**src/rtl/regload_arbiter_pkg.sv**
```systemverilog
// Shared definitions for the register-load arbiter.
// Holds the FSM state encoding and a constant-width helper used to size
// the round-robin pointer and the latched winner index.
package regload_arbiter_pkg;

  localparam logic [1:0] S_IDLE = 2'b00;
  localparam logic [1:0] S_LOAD = 2'b01;
  localparam logic [1:0] S_ACK  = 2'b10;

  // Ceiling log2 with a floor of 1 bit, so a single requester still gets
  // a legal one-bit index.
  function automatic int clog2(input int n);
    int w;
    w = 1;
    while ((1 << w) < n) begin
      w = w + 1;
    end
    return w;
  endfunction

endpackage

```
**src/rtl/regload_arbiter_rr_pick.sv**
```systemverilog
// Combinational round-robin picker: scans req from ptr upward, wrapping at NREQ.
// Latency: zero (pure combinational). Backpressure: none; the caller decides when to use it.
// Ports: req_i (request levels), ptr_i (highest-priority index),
//        win_o (winning index), vld_o (at least one request present).
module rr_pick
  import regload_arbiter_pkg::*;
#(
  parameter int NREQ = 4,
  parameter int PW   = clog2(NREQ)
) (
  input  logic [NREQ-1:0] req_i,
  input  logic [PW-1:0]   ptr_i,
  output logic [PW-1:0]   win_o,
  output logic            vld_o
);

  logic [PW:0]   sum;
  logic [PW-1:0] idx;

  always_comb begin
    win_o = '0;
    vld_o = 1'b0;
    sum   = '0;
    idx   = '0;
    for (int i = 0; i < NREQ; i++) begin
      // ptr_i < NREQ, so a single conditional subtract performs the modulo.
      sum = {1'b0, ptr_i} + (PW+1)'(i);
      if (sum >= (PW+1)'(NREQ)) begin
        sum = sum - (PW+1)'(NREQ);
      end
      idx = sum[PW-1:0];
      if (!vld_o && req_i[idx]) begin
        vld_o = 1'b1;
        win_o = idx;
      end
    end
  end

endmodule

```
**src/rtl/regload_arbiter.sv**
```systemverilog
// Round-robin sequencer sharing one load bus among NREQ requesters; drives active-low
// register enables, one load per grant. Latency: request edge t -> register loaded at t+1
// -> ack during t+1..t+2; one load per 3 cycles. Backpressure: hold blocks new grants only.
// Ports: clk/rst (sync, active-high); req/sel/din per-requester inputs, sampled in IDLE;
//        hold gates new grants; bus_d/e_/gnt/ack/err registered outputs; busy = not IDLE.
module regload_arbiter
  import regload_arbiter_pkg::*;
#(
  parameter int WIDTH = 8,
  parameter int NREQ  = 4,
  parameter int NREG  = 4,
  parameter int SELW  = 2
) (
  input  logic                  clk,
  input  logic                  rst,
  input  logic [NREQ-1:0]       req,
  input  logic [NREQ*SELW-1:0]  sel,
  input  logic [NREQ*WIDTH-1:0] din,
  input  logic                  hold,
  output logic [WIDTH-1:0]      bus_d,
  output logic [NREG-1:0]       e_,
  output logic [NREQ-1:0]       gnt,
  output logic [NREQ-1:0]       ack,
  output logic                  err,
  output logic                  busy
);

  localparam int PW = clog2(NREQ);
  localparam logic [SELW:0] NREG_L = (SELW+1)'(NREG);

  logic [1:0]       state_q, state_d;
  logic [PW-1:0]    ptr_q, ptr_d;
  logic [PW-1:0]    win_q, win_d;
  logic [SELW-1:0]  sel_q, sel_d;
  logic [WIDTH-1:0] bus_d_q, bus_d_d;
  logic [NREG-1:0]  e_q, e_d;
  logic [NREQ-1:0]  gnt_q, gnt_d;
  logic [NREQ-1:0]  ack_q, ack_d;
  logic             err_q, err_d;

  logic [PW-1:0]    pick_win;
  logic             pick_vld;
  logic [SELW-1:0]  pick_sel;
  logic [WIDTH-1:0] pick_din;
  logic             pick_in_range;
  logic             sel_q_in_range;

  rr_pick #(
    .NREQ (NREQ),
    .PW   (PW)
  ) u_pick (
    .req_i (req),
    .ptr_i (ptr_q),
    .win_o (pick_win),
    .vld_o (pick_vld)
  );

  assign pick_sel       = sel[int'(pick_win)*SELW +: SELW];
  assign pick_din       = din[int'(pick_win)*WIDTH +: WIDTH];
  assign pick_in_range  = ({1'b0, pick_sel} < NREG_L);
  assign sel_q_in_range = ({1'b0, sel_q} < NREG_L);

  always_comb begin
    state_d = state_q;
    ptr_d   = ptr_q;
    win_d   = win_q;
    sel_d   = sel_q;
    bus_d_d = bus_d_q;
    e_d     = e_q;
    gnt_d   = gnt_q;
    ack_d   = ack_q;
    err_d   = err_q;
    case (state_q)
      S_IDLE: begin
        if (!hold && pick_vld) begin
          state_d = S_LOAD;
          win_d   = pick_win;
          sel_d   = pick_sel;
          bus_d_d = pick_din;
          gnt_d   = '0;
          gnt_d[pick_win] = 1'b1;
          // An out-of-range select still runs the full cycle but loads nothing.
          e_d = '1;
          if (pick_in_range) begin
            e_d[pick_sel] = 1'b0;
          end
        end
      end
      S_LOAD: begin
        // The register bank captures bus_d on this edge; bus_d keeps its value.
        state_d = S_ACK;
        e_d     = '1;
        gnt_d   = '0;
        ack_d   = gnt_q;
        err_d   = !sel_q_in_range;
      end
      S_ACK: begin
        state_d = S_IDLE;
        ack_d   = '0;
        err_d   = 1'b0;
        ptr_d   = (win_q == PW'(NREQ-1)) ? '0 : win_q + PW'(1);
      end
      default: begin
        state_d = S_IDLE;
        e_d     = '1;
        gnt_d   = '0;
        ack_d   = '0;
        err_d   = 1'b0;
      end
    endcase
  end

  always_ff @(posedge clk) begin
    if (rst) begin
      state_q <= S_IDLE;
      ptr_q   <= '0;
      win_q   <= '0;
      sel_q   <= '0;
      bus_d_q <= '0;
      e_q     <= '1;
      gnt_q   <= '0;
      ack_q   <= '0;
      err_q   <= 1'b0;
    end else begin
      state_q <= state_d;
      ptr_q   <= ptr_d;
      win_q   <= win_d;
      sel_q   <= sel_d;
      bus_d_q <= bus_d_d;
      e_q     <= e_d;
      gnt_q   <= gnt_d;
      ack_q   <= ack_d;
      err_q   <= err_d;
    end
  end

  assign bus_d = bus_d_q;
  assign e_    = e_q;
  assign gnt   = gnt_q;
  assign ack   = ack_q;
  assign err   = err_q;
  assign busy  = (state_q != S_IDLE);

endmodule

```
**config.mk**
```make
export PLATFORM = sky130hd
export DESIGN_NAME = regload_arbiter
export DESIGN_NICKNAME = d
export VERILOG_FILES = /design/src/rtl/regload_arbiter_pkg.sv /design/src/rtl/regload_arbiter_rr_pick.sv /design/src/rtl/regload_arbiter.sv
export SDC_FILE = /design/constraint.sdc
export NUM_CORES = 1
export LEC_CHECK = 0
export ABC_AREA = 1
export CAP_MARGIN = 10
export CELL_PAD_IN_SITES_DETAIL_PLACEMENT = 1
export CELL_PAD_IN_SITES_GLOBAL_PLACEMENT = 1
export CORE_MARGIN = 2
export CORE_UTILIZATION = 30
export CTS_CLUSTER_DIAMETER = 30
export CTS_CLUSTER_SIZE = 24
export DETAILED_ROUTE_END_ITERATION = 7
export PLACE_DENSITY = 0.88
export SLEW_MARGIN = 20
export SYNTH_ARGS = -nofsm -noshare
export SYNTH_HDL_FRONTEND = slang
export SYNTH_SLANG_ARGS = --single-unit
export TNS_END_PERCENT = 50
```
**constraint.sdc**
```tcl
create_clock -name clk -period 2.14 [get_ports clk]
set_input_delay 0.214 -clock clk [delete_from_list [all_inputs] [get_ports clk]]
set_output_delay 0.214 -clock clk [all_outputs]
set_load 0.01 [all_outputs]
```
### Yosys cells after proc, flatten, opt, wreduce, memory -nomap -nowiden

Index checks and enable logic that the tools add are counted.

* bits in registers: 26
* input bits: 47
* output and inout bits: 22
* logic and storage cells: 81

* add/sub/neg operators: 8
* $lt $le $gt $ge: 12
* equal/unequal tests: 4
* shift operators: 2
* multiplexer cells: 32
* bitwise operators: 2
* reduce and logical (&&, ||, !) cells: 14

Operators by type and width (count)
* indexed part select 32 x 6 -> 8 bit: 1
* case mux 4 bit (2 select lines): 3
* two-way mux 2 bit: 10
* less-than comparator 2 x 3 -> 1 bit, second input constant: 6
* two-way mux 1 bit: 10
* >= comparator 3 bit, second input constant: 3
* binary-select mux 1 bit (select 2 bit): 4
* two-way mux 4 bit: 2
* indexed part select 8 x 4 -> 2 bit: 1
* subtractor 2 x 1 -> 2 bit, second input constant: 4
* adder 2 x 2 -> 3 bit, second input constant: 2
* logical AND 1 bit: 6
* demux 1 bit (select 2 bit): 2
* equality test 2 bit, second input constant: 2
* >= comparator 2 x 1 -> 1 bit, second input constant: 2
* zero test 1 bit: 4
* inverter 4 bit: 1
* case mux 2 bit (2 select lines): 1
* AND reduction 2 bit: 2
* adder 2 x 1 -> 3 bit, second input constant: 1
* >= comparator 2 x 3 -> 1 bit, second input constant: 1
* adder 2 x 1 -> 2 bit, second input constant: 1
* equality test 2 x 1 -> 1 bit, second input constant: 1
* zero test 2 bit: 1
* 3 further kinds: 3

### Logic depth before layout (Yosys ltp)

Gate-level depths: netlist of run 1.

* depth after elaboration: 22
* depth in mapped cells: 18
* gate-level depth less buffers: 16

### Modules after synthesis

A second synthesis of run 1 with hierarchy kept.

* cell total of the unflattened synthesis: 277
* area, all modules: 1747.9 µm²

By module, submodules not included
* regload_arbiter: times used 1, cells each 218, area an instance 1428.9 µm², seq. area each 520.5 µm²
* rr_pick: times used 1, cells each 59, area an instance 319.1 µm², seq. area each 0.0 µm²

### Worst setup path before layout of run 1

No wires, ideal clock.

* path kind: flip-flop to flip-flop
* start: register ptr_q[0]
* end: register e_q[1], in the netlist e_[1]
* library setup time: 0.114 ns
* arrival: 1.586 ns
* required time: 2.026 ns
* path slack: 0.440 ns
* stages on the path, launching flop included: 16
* path buffers: 2
* clock period less this slack: 1.700 ns
* path through: dfxtp_1 -> buf_6 -> inv_8 -> nand2_1 -> nand2_4 -> nand2_4 -> nand2_4 -> nor2_8 -> nand3_4 -> nand3_4 -> buf_6 -> nand2_2 -> nand3_2 -> nand3_2 -> nor2_1 -> nor2_1

* longest elaborated chain between the ends: 22
* elaborated cells on any way between the ends: 49
* those cells by class: add/sub (7); order compare (6); eq/ne (1); shift (1); mux (24); bitwise (1); reduce/logical (9)

RTL lines
* from (decl): line regload_arbiter.sv:32 `logic [PW-1:0] ptr_q, ptr_d;`
* from (signal assigned): line regload_arbiter.sv:126 `ptr_q <= ptr_d;`
* branches (longest 22 deep; another with adder 2 x 1 -> 3 bit)
* to (signal assigned): line regload_arbiter.sv:120 `e_q <= '1;`
* to (signal assigned): line regload_arbiter.sv:130 `e_q <= e_d;`
* to (decl): line regload_arbiter.sv:36 `logic [NREG-1:0] e_q, e_d;`

Parallel ways; which one is timed is not known. The select of a mux whose other input is x is not followed.
A chain may end at the register's enable or synchronous reset.

### Worst setup path after layout of run 1

* start: register ptr_q[0]
* end: register e_q[3], in the netlist e_[3]

The elaborated chain is that of the path after synthesis.

==> results of run 1 <==
## logic make-up after synthesis
kind of cell             Yosys count  synth area share (%)
buffers and inverters             47                 13.28
flip-flops                        26                 28.77
other                              1                0.2073
AO/OA/AOI/OAI                     27                 8.783
AND/OR/NAND/NOR                  181                 48.27
adder cells (fa/ha/maj)            1                0.6915
## synth_stat cells, drive strengths merged
master / n
buf: 9
o21a: 8
clkinv: 1
dfxtp: 26
clkbuf: 1
o21ai: 14
nand4: 6
conb: 1
nand2: 121
inv: 36
ha: 1
nor2: 18
a21oi: 5
nand3: 36
## placed cells by master (no fill, tap or decap), drive strengths merged, types with 4 or more instances in the layout
master,count
nor2,18
nand2,121
a21oi,5
dfxtp,26
inv,36
o21ai,14
nand3,37
buf,14
clkbuf,4
o21a,8
nand4,6
clkdlybuf4s50,67
## stage by stage
step           utilization [%]  std cells  hold slack [ns]  setup WS [ns]
6_report                 46.43        435           0.4904         0.1540
3_5_place_dp             43.45        423           0.4760        -0.1878
5_1_grt                  46.43        435           0.5078        0.01231
3_3_place_gp             43.45        423           0.4668        0.05939
2_1_floorplan                -        283           0.3321         0.4401
4_1_cts                  44.66        427           0.4976        0.04786
## per-layer routing
metal	wire length, um	up-vias
li1	-	1042
met1	2434	934
met2	3029	57
met3	357	4
met4	46	0
met5	0	-
## power by group through the flow
stage	Combinational [mW]	Sequential, mW	Clock, mW
3_3_place_gp	0.654	0.561	0
3_5_place_dp	0.680	0.563	0
5_1_grt	0.822	0.559	0.437
2_1_floorplan	0.413	0.577	0
6_report	0.741	0.552	0.405
4_1_cts	0.685	0.552	0.417
## how the worst max path moves through the flow
| stage | depth (start not counted) | start | slack, ns | end |
|---|---|---|---|---|
| floorplan | 15 | ptr_q[0] | 0.44 | e_[1] |
| global placement | 15 | req[3] | 0.06 | bus_d[4] |
| detailed placement | 15 | req[3] | -0.19 | e_[1] |
| CTS | 14 | ptr_q[0] | 0.05 | e_[1] |
| global route | 17 | ptr_q[0] | 0.01 | bus_d[4] |
| finish | 15 | ptr_q[0] | 0.15 | e_[3] |
## flip-flops by register name (all words and copies together) (netlist names)
| signal | count |
|---|---|
| ack | 4 |
| win_q | 2 |
| bus_d | 8 |
| e_ | 4 |
| ptr_q | 2 |
| state_q | 2 |
| gnt | 4 |
## critical path: cells and delay by family (launching register included)
kind | cells | cell delay (ns)
buffers and inverters | 3 | 0.32
flip-flops | 1 | 0.34
AND/OR/NAND/NOR | 12 | 1.21
## layout make-up
type / instances / area share (%)
multi-input combinational: 211 / 39.19
clock inverter: 1 / 1.099
tap: 75 / 3.434
inverter: 37 / 5.723
clock buffer: 3 / 1.511
sequential: 26 / 19.23
timing repair buffer: 82 / 29.81
## timing repair
| item | 4_1_cts | 5_1_grt |
|---|---|---|
| hold buffers | 0 | 0 |
| setup endpoints to repair | 2 | 15 |
| pin swaps | 0 | 2 |
| endpoints found under the hold margin | 0 | 0 |
| setup buffers | 0 | 5 |
| cloned | 0 | 3 |
| gates resized for setup | 1 | 9 |
==> results.sh, run 1 <==
export IMPL_yosys_area_top_type_share_pct=28.77
export IMPL_rsz0062_at_grt="no"
export IMPL_r2r_start="ptr_q[0]"
export IMPL_cp_required_ns=2.31
export IMPL_final_hold_viol_count=0
export IMPL_finalClockSkew_ns=0.002054
export IMPL_grt_max_degree=19
export IMPL_grt_pass1_wl_um=9039
export IMPL_use_met1_pct=19.10
export IMPL_antenna_left=0
export IMPL_drc=0
export IMPL_worst_setup_path_start_kind="register"
export IMPL_min_delay_start="e_[0]"
export IMPL_portBuffers=67
export IMPL_clockPowerShare_pct=23.9
export IMPL_cp_arrival_ns=2.16
export IMPL_firstDrtPassIters=4
export IMPL_synth_top_area_cell="dfxtp_1"
export IMPL_min_path_cells=2
export IMPL_yosysSeqAreaShare_pct=28.77
export IMPL_sw_frac_of_total_pct=34.11
export IMPL_synth_area_um2=1809
export IMPL_tns_ns=0
export IMPL_drv_slew=0
export IMPL_worstReg2RegEnd="e_[3]"
export IMPL_clockRootBuffer="clkbuf_8"
export IMPL_worst_pin_slew_ns=0.5893
export IMPL_slowest_stage="dfxtp_2"
export IMPL_totalWireLength_um=5868
export IMPL_regArea_um2=525.5
export IMPL_top_usage_layer="met2"
export IMPL_drtIter0Drc=51
export IMPL_min_period_over_period_pct=92.80
export IMPL_start_util_pct=30.74
export IMPL_r2r_cells=15
export IMPL_clk_pin_slew_ns=0.09
export IMPL_cts_tree="built"
export IMPL_htree_num_levels=1
export IMPL_finalSetupViolCount=0
export IMPL_hold_end="e_[0]"
export IMPL_multi_input_area_um2=1071
export IMPL_gp_congestion=0.8476
export IMPL_grt_use_met3_pct=3.956
export IMPL_yosys_top_cells_area="dfxtp_1 29%, nand2_1 21%, nand3_1 8.3%, inv_1 6.8%, nand2_2 5.9%"
export IMPL_stdcell_area_um2=2733
export IMPL_r2r_setup_slack_ns=0.15
export IMPL_ys_warn_count=0
export IMPL_clkSinkCount=26
export IMPL_fin_nets=409
export IMPL_synthCells=283
export IMPL_fill_cells=759
export IMPL_p_int_mw=1.119
export IMPL_grt_antenna_before_repair=0
export IMPL_crit_path_cell_trace="buf_6 -> inv_8 -> nand2_1 -> nand3_2 -> nand2_2 -> inv_2 -> nand2_2 -> nand2_4 -> nand3_4 -> nand2_1 -> nand3_1 -> nand2_1 -> nand2_1 -> nor2_1 -> nor2_1"
export IMPL_synth_seq_cells=26
export IMPL_comb_power_share_pct=43.6
export IMPL_via_per_inst=4.683
export IMPL_wl_per_cell_um=13.49
export IMPL_dpl_cell_area_um2=2557
export IMPL_grtUsageMet2_pct=33.03
export IMPL_slowest_delay_ns=0.34
export IMPL_vias=2037
export IMPL_net_switching_power_uw=579.3
export IMPL_pwr_share_seq_pct=32.5
export IMPL_antennaDiodeCount=0
export IMPL_num_rows=28
export IMPL_drv_cap=0
export IMPL_synthToLayoutAreaGrowth_pct=51.04
export IMPL_endpoint_kind="register"
export IMPL_hold_class="reg2reg"
export IMPL_cp_common_cell="nand2_1"
export IMPL_dieArea_um2=6668
export IMPL_synth_avg_cell_area_um2=6.393
export IMPL_fin_total_pwr_mw=1.698
export IMPL_die_y_um=81.66
export IMPL_post_route_min_period_ns=1.986
export IMPL_cp_max_fo=10
export IMPL_max_freq_mhz=503.5
export IMPL_clock_path_buffers=2
export IMPL_power_density_nw_per_um2=621.5
export IMPL_relSlewSlack_pct=60.57
export IMPL_crit_type="reg2reg"
export IMPL_coreArea_um2=5886
export IMPL_p_leak_nw=1.308
export IMPL_grt_pass1_vias=2087
export IMPL_clk_latency_ns=0.27
export IMPL_syn_nets=331
export IMPL_peakVddDrop_uv=379.3
export IMPL_grt_ovfl_total=0
export IMPL_grt_total_usage_pct=17.25
export IMPL_outcome="finished, final reports clean"
export IMPL_io_pins=69
export IMPL_die_width_um=81.66
export IMPL_post_dp_hpwl_um=4414
export IMPL_synth_distinct_cells=26
export IMPL_layout_drive_gt1_share_pct=15.83
export IMPL_numCtsBuffers=3
No activity file was read; power rests on OpenSTA's default activity.
==> run 2: changes to the inputs <==
Settings changed: CTS_BUF_LIST set to sky130_fd_sc_hd__clkbuf_16.
==> run 2 against run 1 <==
Compared with the run above: power up 9.2%; clock skew barely moved; final cell count is 0.23% lower; wire length grew 3.3%; clock power rose by 37%; clock-buffer cell count is the same; hold slack lost 0.0062 ns; global-route usage is 0.41 points higher; maximum frequency is 4.3% lower; sequential power is essentially flat; combinational power up 0.8%; cell area is 1.3% higher; critical endpoint unchanged; largest cell class unchanged.
==> results.sh, run 2 (synthesis results as in run 1) <==
export IMPL_outcome="finished, final reports clean"
export IMPL_max_freq_mhz=481.9
export IMPL_dpl_cell_area_um2=2557
export IMPL_synthToLayoutAreaGrowth_pct=53.04
export IMPL_gp_congestion=0.8476
export IMPL_crit_path_cell_trace="buf_6 -> nand2_1 -> nand3_2 -> nand2_2 -> inv_2 -> nand2_2 -> nand2_4 -> nand3_4 -> nand2_1 -> nand3_1 -> nand2_1 -> nand2_1 -> nor2_1 -> nor2_1"
export IMPL_slowest_stage="dfxtp_2"
export IMPL_final_hold_viol_count=0
export IMPL_finalSetupViolCount=0
export IMPL_largest_register_ffs=8
export IMPL_cp_top_family="simple AND/OR/NAND/NOR gates"
export IMPL_portBuffers=67
export IMPL_via_per_inst=4.763
export IMPL_peakVddDrop_uv=306.4
export IMPL_worst_setup_path_start_kind="register"
export IMPL_vias=2067
export IMPL_drc=0
export IMPL_grt_pass1_wl_um=9142
export IMPL_clockRootBuffer="clkbuf_16"
export IMPL_firstDrtPassIters=4
export IMPL_cp_max_fo=7
export IMPL_post_dp_hpwl_um=4414
export IMPL_cp_required_ns=2.30
export IMPL_cp_common_cell="nand2_1"
export IMPL_drv_cap=0
export IMPL_dieArea_um2=6668
export IMPL_numCtsBuffers=3
export IMPL_worst_pin_slew_ns=0.5929
export IMPL_multi_input_area_um2=1071
export IMPL_grt_ovfl_total=0
export IMPL_hold_class="reg2reg"
export IMPL_cts_tree="built"
export IMPL_start_util_pct=30.74
export IMPL_cp_arrival_ns=2.24
export IMPL_die_width_um=81.66
export IMPL_regArea_um2=523.0
export IMPL_post_route_min_period_ns=2.075
export IMPL_min_period_over_period_pct=96.96
export IMPL_power_density_nw_per_um2=669.6
export IMPL_grt_total_usage_pct=17.67
export IMPL_finalClockSkew_ns=0.002423
export IMPL_layout_drive_gt1_share_pct=15.88
export IMPL_stdcell_area_um2=2769
export IMPL_htree_num_levels=1
export IMPL_hold_slack_ns=0.4842
export IMPL_io_pins=69
export IMPL_final_common_cell="nand2_1"
export IMPL_die_y_um=81.66
export IMPL_coreArea_um2=5886
export IMPL_clk_latency_ns=0.27
export IMPL_num_rows=28
export IMPL_clock_path_buffers=2
export IMPL_totalWireLength_um=6059
export IMPL_slowest_delay_ns=0.34
export IMPL_crit_type="reg2reg"
export IMPL_cts_hold_fix_buffers=0
export IMPL_endpoint_kind="register"
export IMPL_grt_pass1_vias=2112
export IMPL_antennaDiodeCount=0
export IMPL_critPathBufInv=2
export IMPL_antenna_left=0
export IMPL_final_cell_mix="100 x nand2_1, 67 x clkdlybuf4s50_1, 31 x inv_1, 29 x nand3_1, 24 x dfxtp_1"
export IMPL_grt_antenna_before_repair=0
export IMPL_p_leak_nw=1.323
export IMPL_clkSinkCount=26
export IMPL_drtIter0Drc=71
export IMPL_wl_per_cell_um=13.96
export IMPL_fin_nets=408
export IMPL_clk_pin_slew_ns=0.07
export IMPL_fill_cells=760
export IMPL_grt_max_degree=19
export IMPL_drv_slew=0
export IMPL_relSlewSlack_pct=60.33
-- run 2: where the power goes --
| group | internal [mW] | leakage (nW) | switching [mW] |
|---|---|---|---|
| clock network | 0.373 | 0.0511 | 0.181 |
| registers | 0.529 | 0.214 | 0.0253 |
| logic | 0.345 | 1.06 | 0.401 |
-- run 2: final cells by class --
cell class	instances	area share, %
Inverter	37	5.648
Tap cell	75	3.389
Sequential cell	26	18.89
Clock inverter	1	1.084
Timing Repair Buffer	81	29.60
Clock buffer	3	2.711
Multi-Input combinational cell	211	38.68
-- run 2: worst reg2reg max path, stage by stage, from the launching register on --
cell and delay, ns:
dfxtp_2 0.34, buf_6 0.13, nand2_1 0.11, nand3_2 0.12, nand2_2 0.11, inv_2 0.11, nand2_2 0.07, nand2_4 0.11
nand3_4 0.18, nand2_1 0.17, nand3_1 0.17, nand2_1 0.10, nand2_1 0.08, nor2_1 0.12, nor2_1 0.04
-- run 2: per-stage QoR --
stage / util (%) / setup TNS (ns) / setup WS, ns / power, mW / cells
after floorplan: - / 0 / 0.4401 / 0.9899 / 283
after global placement: 43.45 / 0 / 0.05939 / 1.215 / 423
after detailed placement: 43.45 / -1.415 / -0.1878 / 1.243 / 423
after CTS: 45.24 / 0 / 0.05782 / 1.803 / 427
after global routing: 47.05 / -0.2127 / -0.07213 / 1.967 / 434
final: 47.05 / 0 / 0.06500 / 1.854 / 434
-- run 2: routing by layer --
layer	share of wire (%)	global-route usage [%]
met1	39	18.70
met2	52	34.26
met3	6.4	3.626
met4	2.7	6.167
met5	0	0
-- run 2: worst paths after layout --
kind	slack, ns	cells after the start	start	endpoint
hold / removal	0.48	2	e_[0]	e_[0]
hold reg to reg	0.48	2	e_[0]	e_[0]
setup reg to reg	0.07	14	ptr_q[0]	e_[3]
setup / recovery	0.07	14	ptr_q[0]	e_[3]
-- run 2: repair_timing --
action,in CTS,in global routing
gates cloned,0,3
setup endpoints to repair,1,15
pin swaps,0,1
hold endpoints to repair,0,0
buffers inserted,0,4
resized for setup,1,9
==> RTL change 1: new RTL, settings of run 1 <==
Set the parameter `WIDTH` to 6 (it was 8).
--- a/src/rtl/regload_arbiter.sv
+++ b/src/rtl/regload_arbiter.sv
@@ -6,7 +6,7 @@
 module regload_arbiter
   import regload_arbiter_pkg::*;
 #(
-  parameter int WIDTH = 8,
+  parameter int WIDTH = 6,
   parameter int NREQ  = 4,
   parameter int NREG  = 4,
   parameter int SELW  = 2
Interface: changed (resized bus_d and din); port bits go from 69 to 59. The function was not compared with the original's and may differ.
==> RTL change 1 against run 1 <==
- routed wire length is 19% lower
- critical path depth is 1 higher
- sequential cell count is 2 lower
- sequential share of layout area is 1.3 points higher
- largest power group unchanged
- synthesized cell count is 9.9% lower
- power is 11% lower
- area after synthesis is 11% lower
- core utilization is 0.66 points lower
- worst setup slack better by 0.047 ns
- cell area is 14% lower
==> RTL change 1: results (changes against run 1) <==
[placement]
dpl.cell_count = 380  ; was 423
placed_cell_area_sq_um = 2260  ; was 2560 sq um
gp_congestion = 0.804  ; was 0.848
portBuffers = 57  ; was 67
hpwl_um = 3810  ; was 4410 um

[logic_synthesis]
synth_ff_type = dfxtp_1  ; unchanged
ys_types = 28  ; was 26
muxShareOfSynthArea_pct = 0  ; unchanged
synth_xor_xnor_area_share_pct = 0  ; unchanged
synth_area_leaders = dfxtp_1 (30%), nand2_1 (20%), nand3_1 (11%), inv_1 (5.8%), nor2_1 (4.7%)  ; was dfxtp_1 (29%), nand2_1 (21%), nand3_1 (8.3%), inv_1 (6.8%), nand2_2 (5.9%)
syn_nets = 295  ; was 331
yosysSeqAreaShare_pct = 29.9  ; was 28.8%
synth_compound_area_share_pct = 9.42  ; was 8.78%
yosys_warnings = 0  ; unchanged
yosys.area_share.adder_pct = 0.779  ; was 0.692%
synthesis.instances = 255  ; was 283
synth_top_cells_by_count = nand2_1 (87), nand3_1 (35), inv_1 (25)  ; was nand2_1 (100), inv_1 (33), nand3_1 (30)

[grt]
grt_first_pass_wirelength_um = 8370  ; was 9040 um
antenna_found_initial = 0  ; unchanged
grt_max_degree = 15  ; was 19
grt_pass1_vias = 1869  ; was 2,087
grtUsageTotal_pct = 17.2  ; was 17.3%

[cells_and_area]
largest_register_ffs = 6  ; was 8
nets = 357  ; was 409
n_antenna_cell = 0  ; unchanged
drive_gt1_share_pct = 13.0  ; was 15.8%

[route]
wirelength_um = 4760  ; was 5870 um
drt-met1-wl_um = 2070  ; was 2430 um
routed-wl-met3_um = 254  ; was 357 um
route.met2.wl_um = 2320  ; was 3030 um
routedWlPerCell_um = 12.3  ; was 13.5 um
firstDrtPassIters = 4  ; unchanged
num_vias = 1787  ; was 2,037
drt_iter0_markers = 57  ; was 51

[run_status]
outcome = finished clean  ; unchanged

[worst_setup_path]
crit_fanout = 10  ; unchanged
worstPathArrival_ns = 2.12  ; was 2.16 ns
reg2reg_depth = 16  ; was 15
rrSetupSlack_ns = 0.20  ; was 0.15 ns
r2r-end = bus_d[5]  ; was e_[3]
cpPeakStageDelay_ns = 0.34  ; about the same
worstSetupStartpointType = register  ; unchanged
cp_slowest_cell = dfxtp_2  ; unchanged

[timing]
final_hold_viol_count = 0  ; unchanged
skew_ns = 0.00792  ; was 0.00205 ns
whs_ns = 0.490  ; about the same

[hold_path]
min_from = ack[1]  ; was e_[0]
hold_end = ack[1]  ; was e_[0]
whs_path_depth = 2  ; unchanged

[power_and_ir_drop]
p_leak_nw = 1.10  ; was 1.31 nW
switching_share_pct = 33.7  ; was 34.1%
peakVddDrop_uv = 360  ; was 379 uV

[cts]
clk_latency_ns = 0.28
clk_pin_slew_worst_paths_ns = 0.09  ; about the same
numCtsBuffers = 3  ; unchanged
cts-root-buf = clkbuf_8  ; unchanged

-- RTL change 1: cell count changes after synthesis, sizes merged --
cell    before  now
a21oi        5    6
a31oi        0    1
buf          9    8
dfxtp       26   24
inv         36   29
nand2      121   98
nand3       36   39
nand3b       0    2
nand4        6    1
nor2        18   24
o21a         8    5
-- RTL change 1: timing repair --
item / 4_1_cts / 5_1_grt
hold buffers: 0 / 0
buffers inserted: 0 / 2
gates resized for setup: 0 / 5
setup endpoints to repair: 0 / 3
-- RTL change 1: power by group through the flow --
| stage | clock network [mW] | registers, mW | logic, mW |
|---|---|---|---|
| after CTS | 0.417 | 0.512 | 0.588 |
| final | 0.409 | 0.513 | 0.591 |
| after global placement | 0 | 0.521 | 0.564 |
| after global routing | 0.440 | 0.517 | 0.667 |
| after detailed placement | 0 | 0.523 | 0.582 |
| after floorplan | 0 | 0.532 | 0.354 |
-- RTL change 1: how the worst max path moves through the flow --
stage | to | from | cells past startpoint | slack [ns]
floorplan | e_[1] | ptr_q[0] | 15 | 0.45
global placement | bus_d[5] | req[3] | 17 | 0.07
detailed placement | bus_d[5] | req[2] | 16 | -0.01
CTS | bus_d[5] | ptr_q[0] | 15 | 0.12
global route | bus_d[5] | ptr_q[0] | 16 | 0.008
finish | bus_d[5] | ptr_q[0] | 16 | 0.20
-- RTL change 1: layout make-up --
class / instances / area, sq um
fillers: 697 / 2790
multi-input cells: 192 / 941
repair buffers: 66 / 654
flip-flops and latches: 24 / 483
inverters: 30 / 115
well taps: 70 / 87.6
clock buffers: 3 / 41.3
clock inverters: 1 / 30.0
-- RTL change 1: worst reg2reg max path, stage by stage (launching register included) --
cell,delay (ns)
dfxtp_2,0.34
buf_6,0.13
nand2_1,0.06
nand2_1,0.11
nand2_1,0.11
nand2_2,0.08
nor2_8,0.12
nand3_4,0.09
nand2_4,0.11
nand2_4,0.10
buf_4,0.19
nand2_1,0.07
nand2_1,0.08
nand2_1,0.09
nand3_1,0.08
nand2_1,0.06
inv_1,0.03
-- RTL change 1: per-layer routing --
metal  global-route usage, %  vias up
met5                       0        -
li1                        -      920
met4                    7.14        0
met2                    30.0       52
met3                    4.35       11
met1                    20.0      804
-- RTL change 1: cell families after synthesis --
| kind of cell | count (synthesis) |
|---|---|
| AND/OR/NAND/NOR | 164 |
| buffers and inverters | 39 |
| AO/OA/AOI/OAI | 26 |
| flip-flops | 24 |
| adder cells (fa/ha/maj) | 1 |
| other | 1 |
-- RTL change 1: stage by stage --
| step | util [%] | worst slack (ns) | total power, mW |
|---|---|---|---|
| after CTS | 45.3 | 0.120 | 1.52 |
| after detailed placement | 43.9 | -0.0109 | 1.10 |
| after global routing | 45.8 | 0.00788 | 1.62 |
| final | 45.8 | 0.201 | 1.51 |
| after floorplan | - | 0.452 | 0.886 |
| after global placement | 43.9 | 0.0742 | 1.08 |
==> RTL change 2: new RTL, settings of run 1 <==
Made on the original files. Make the reset (`rst`) asynchronous in one clocked block.
--- a/src/rtl/regload_arbiter.sv
+++ b/src/rtl/regload_arbiter.sv
@@ -110,7 +110,7 @@
     endcase
   end
 
-  always_ff @(posedge clk) begin
+  always_ff @(posedge clk or posedge rst) begin
     if (rst) begin
       state_q <= S_IDLE;
       ptr_q   <= '0;
Function: differs if rst is asserted again (counterexample within 4 cycles, from zero or initial values and one cycle with rst high); with rst held inactive, the same outputs for 10 cycles.
==> RTL change 2 against run 1 <==
- core utilization fell by 0.40 points
- synthesized cell count fell by 4.9%
- die area rose by 0.85%
- area after synthesis rose by 0.90%
- sequential cell count did not move
- cell area fell by 0.87%
- routed wire length fell by 5.6%
- worst setup slack improved by 0.019 ns
- cell count fell by 3.9%
- first-iteration DRC count rose by 45%
- critical path type unchanged
- largest cell class unchanged
Power is not compared: it rests on default switching activity, and its combinational part moved more than twofold at a synthesized area within 25%.
==> RTL change 2: results (changes against run 1) <==
[cells_and_area]
n_antenna_cell = 0  ; unchanged
drive_gt1_share_pct = 14.3  ; was 15.8%
largest_register_ffs = 8  ; unchanged
nets = 392  ; was 409

[hold_path]
hp-class = input pin to asynchronous set/reset pin  ; was register to register

[cts]
clk_latency_ns = 0.27  ; about the same
postCtsSetupBuffers = 0  ; unchanged
cts-root-buf = clkbuf_8  ; unchanged
clock_path_buffers = 2  ; unchanged
numCtsBuffers = 3  ; unchanged
cts_max_level = 1  ; unchanged
post_cts_resized = 0  ; was 1
cts_hold_buf = 0  ; unchanged
clk_pin_slew_worst_paths_ns = 0.10

[logic_synthesis]
syn_nets = 317  ; was 331
ys_types = 29  ; was 26
synthArstFlopShare_pct = 100  ; was 0%
synth_area_leaders = dfrtp_1 (30%), nand2_1 (22%), nand3_1 (6.9%), dfstp_2 (5.8%), inv_1 (5.6%)  ; was dfxtp_1 (29%), nand2_1 (21%), nand3_1 (8.3%), inv_1 (6.8%), nand2_2 (5.9%)
synth_top_cells_by_count = nand2_1 (106), inv_1 (27), nand3_1 (25)  ; was nand2_1 (100), inv_1 (33), nand3_1 (30)
synth_ff_type = dfrtp_1  ; was dfxtp_1
yosys_warnings = 0  ; unchanged
yosysSeqAreaShare_pct = 35.9  ; was 28.8%

[placement]
post-place-ws_ns = -0.0408  ; was -0.188 ns
gp_congestion = 0.902  ; was 0.848
hpwl_um = 4390  ; was 4410 um
portBuffers = 67  ; unchanged

[route]
drt_iter0_markers = 74  ; was 51
num_vias = 1984  ; was 2,037
wirelength_um = 5540  ; was 5870 um
firstDrtPassIters = 5  ; was 4

[grt]
grtUsageTotal_pct = 18.0  ; was 17.3%
grt_max_degree = 27  ; was 19
grt_pass1_vias = 2105  ; was 2,087
antenna_found_initial = 0  ; unchanged
grt_first_pass_wirelength_um = 9480  ; was 9040 um

[worst_setup_path]
cp_slowest_cell = dfrtp_1  ; was dfxtp_2
reg2reg_depth = 15  ; unchanged
r2r-start = ptr_q[0]  ; unchanged
worstSetupEndpoint = bus_d[6]  ; was e_[3]
path_delay_family = simple AND/OR/NAND/NOR gates  ; unchanged
cpPeakStageDelay_ns = 0.40  ; was 0.34 ns
worstPathArrival_ns = 2.19  ; was 2.16 ns
crit_fanout = 10  ; unchanged

[timing]
maxSlewViolCount = 0  ; unchanged
skew_ns = 0.00727  ; was 0.00205 ns
setup_viol_count_final = 0  ; unchanged
setup_ws_ns = 0.173  ; was 0.154 ns

[run_status]
outcome = finished clean  ; unchanged

[power_and_ir_drop]
peakVddDrop_uv = 535
p_leak_nw = 1.32

==> RTL change 2: changes by cell type after synthesis, moves of 6 or more <==
| cell | before | now |
|---|---|---|
| o21a_1 | 8 | 0 |
| dfxtp_1 | 26 | 0 |
| dfrtp_1 | 0 | 22 |
| nand2_1 | 100 | 106 |
| o21ai_1 | 0 | 10 |
| inv_1 | 33 | 27 |
| nand2_2 | 17 | 3 |
| nor2_1 | 17 | 23 |
==> RTL change 2: stage by stage <==
step	utilization (%)	setup TNS [ns]	area, sq um	hold slack (ns)	cells
5_1_grt	46.0	-0.0491	2710	0.331	418
6_report	46.0	0	2710	0.287	418
3_3_place_gp	44.4	0	2610	0.465	414
4_1_cts	45.6	0	2680	0.298	418
3_5_place_dp	44.4	-0.0494	2610	0.469	414
2_1_floorplan	-	0	1830	0.251	269
==> RTL change 2: per-layer routing <==
metal | vias up | share of wire, % | GRT usage, % | wire [um]
met3 | 11 | 5.6 | 4.18 | 311
met5 | - | 0 | 0 | 0
met4 | 0 | 1.6 | 4.67 | 89
li1 | 982 | - | - | -
met1 | 933 | 43 | 21.8 | 2410
met2 | 58 | 49 | 32.0 | 2730
==> RTL change 2: area by class of cell <==
type	count	area, sq um
Fill cell	779	3180
Multi-Input combinational cell	202	982
Timing Repair Buffer	80	785
Sequential cell	26	656
Inverter	31	121
Tap cell	75	93.8
Clock buffer	3	41.3
Clock inverter	1	30.0
==> RTL change 2: worst min path at each step <==
stage / depth (start not counted) / slack, ns / end / from
after global routing: 3 / 0.33 / ack[1] / rst
final: 3 / 0.29 / bus_d[7] / rst
after CTS: 3 / 0.30 / ptr_q[1] / rst
after floorplan: 1 / 0.25 / ack[0] / rst
after global placement: 2 / 0.46 / bus_d[3] / bus_d[3]
after detailed placement: 2 / 0.47 / bus_d[3] / bus_d[3]
==> RTL change 2: report_power, final <==
part,internal (mW),switching [mW],total (mW)
clock network,0.250,0.163,0.413
registers,0.712,0.139,0.851
logic,1.36,2.03,3.39
total,2.32,2.33,4.65
==> RTL change 2: kinds of logic after synthesis <==
family | count (synthesis) | share of synthesized area, %
adder cells (fa/ha/maj) | 1 | 0.685
AO/OA/AOI/OAI | 30 | 9.32
buffers and inverters | 41 | 11.2
flip-flops | 26 | 35.9
AND/OR/NAND/NOR | 170 | 42.6
other | 1 | 0.205
==> RTL change 2: tightest hold or removal path: stages <==
cell             delay, ns
clkdlybuf4s50_1       0.39
inv_1                 0.05
buf_4                 0.31
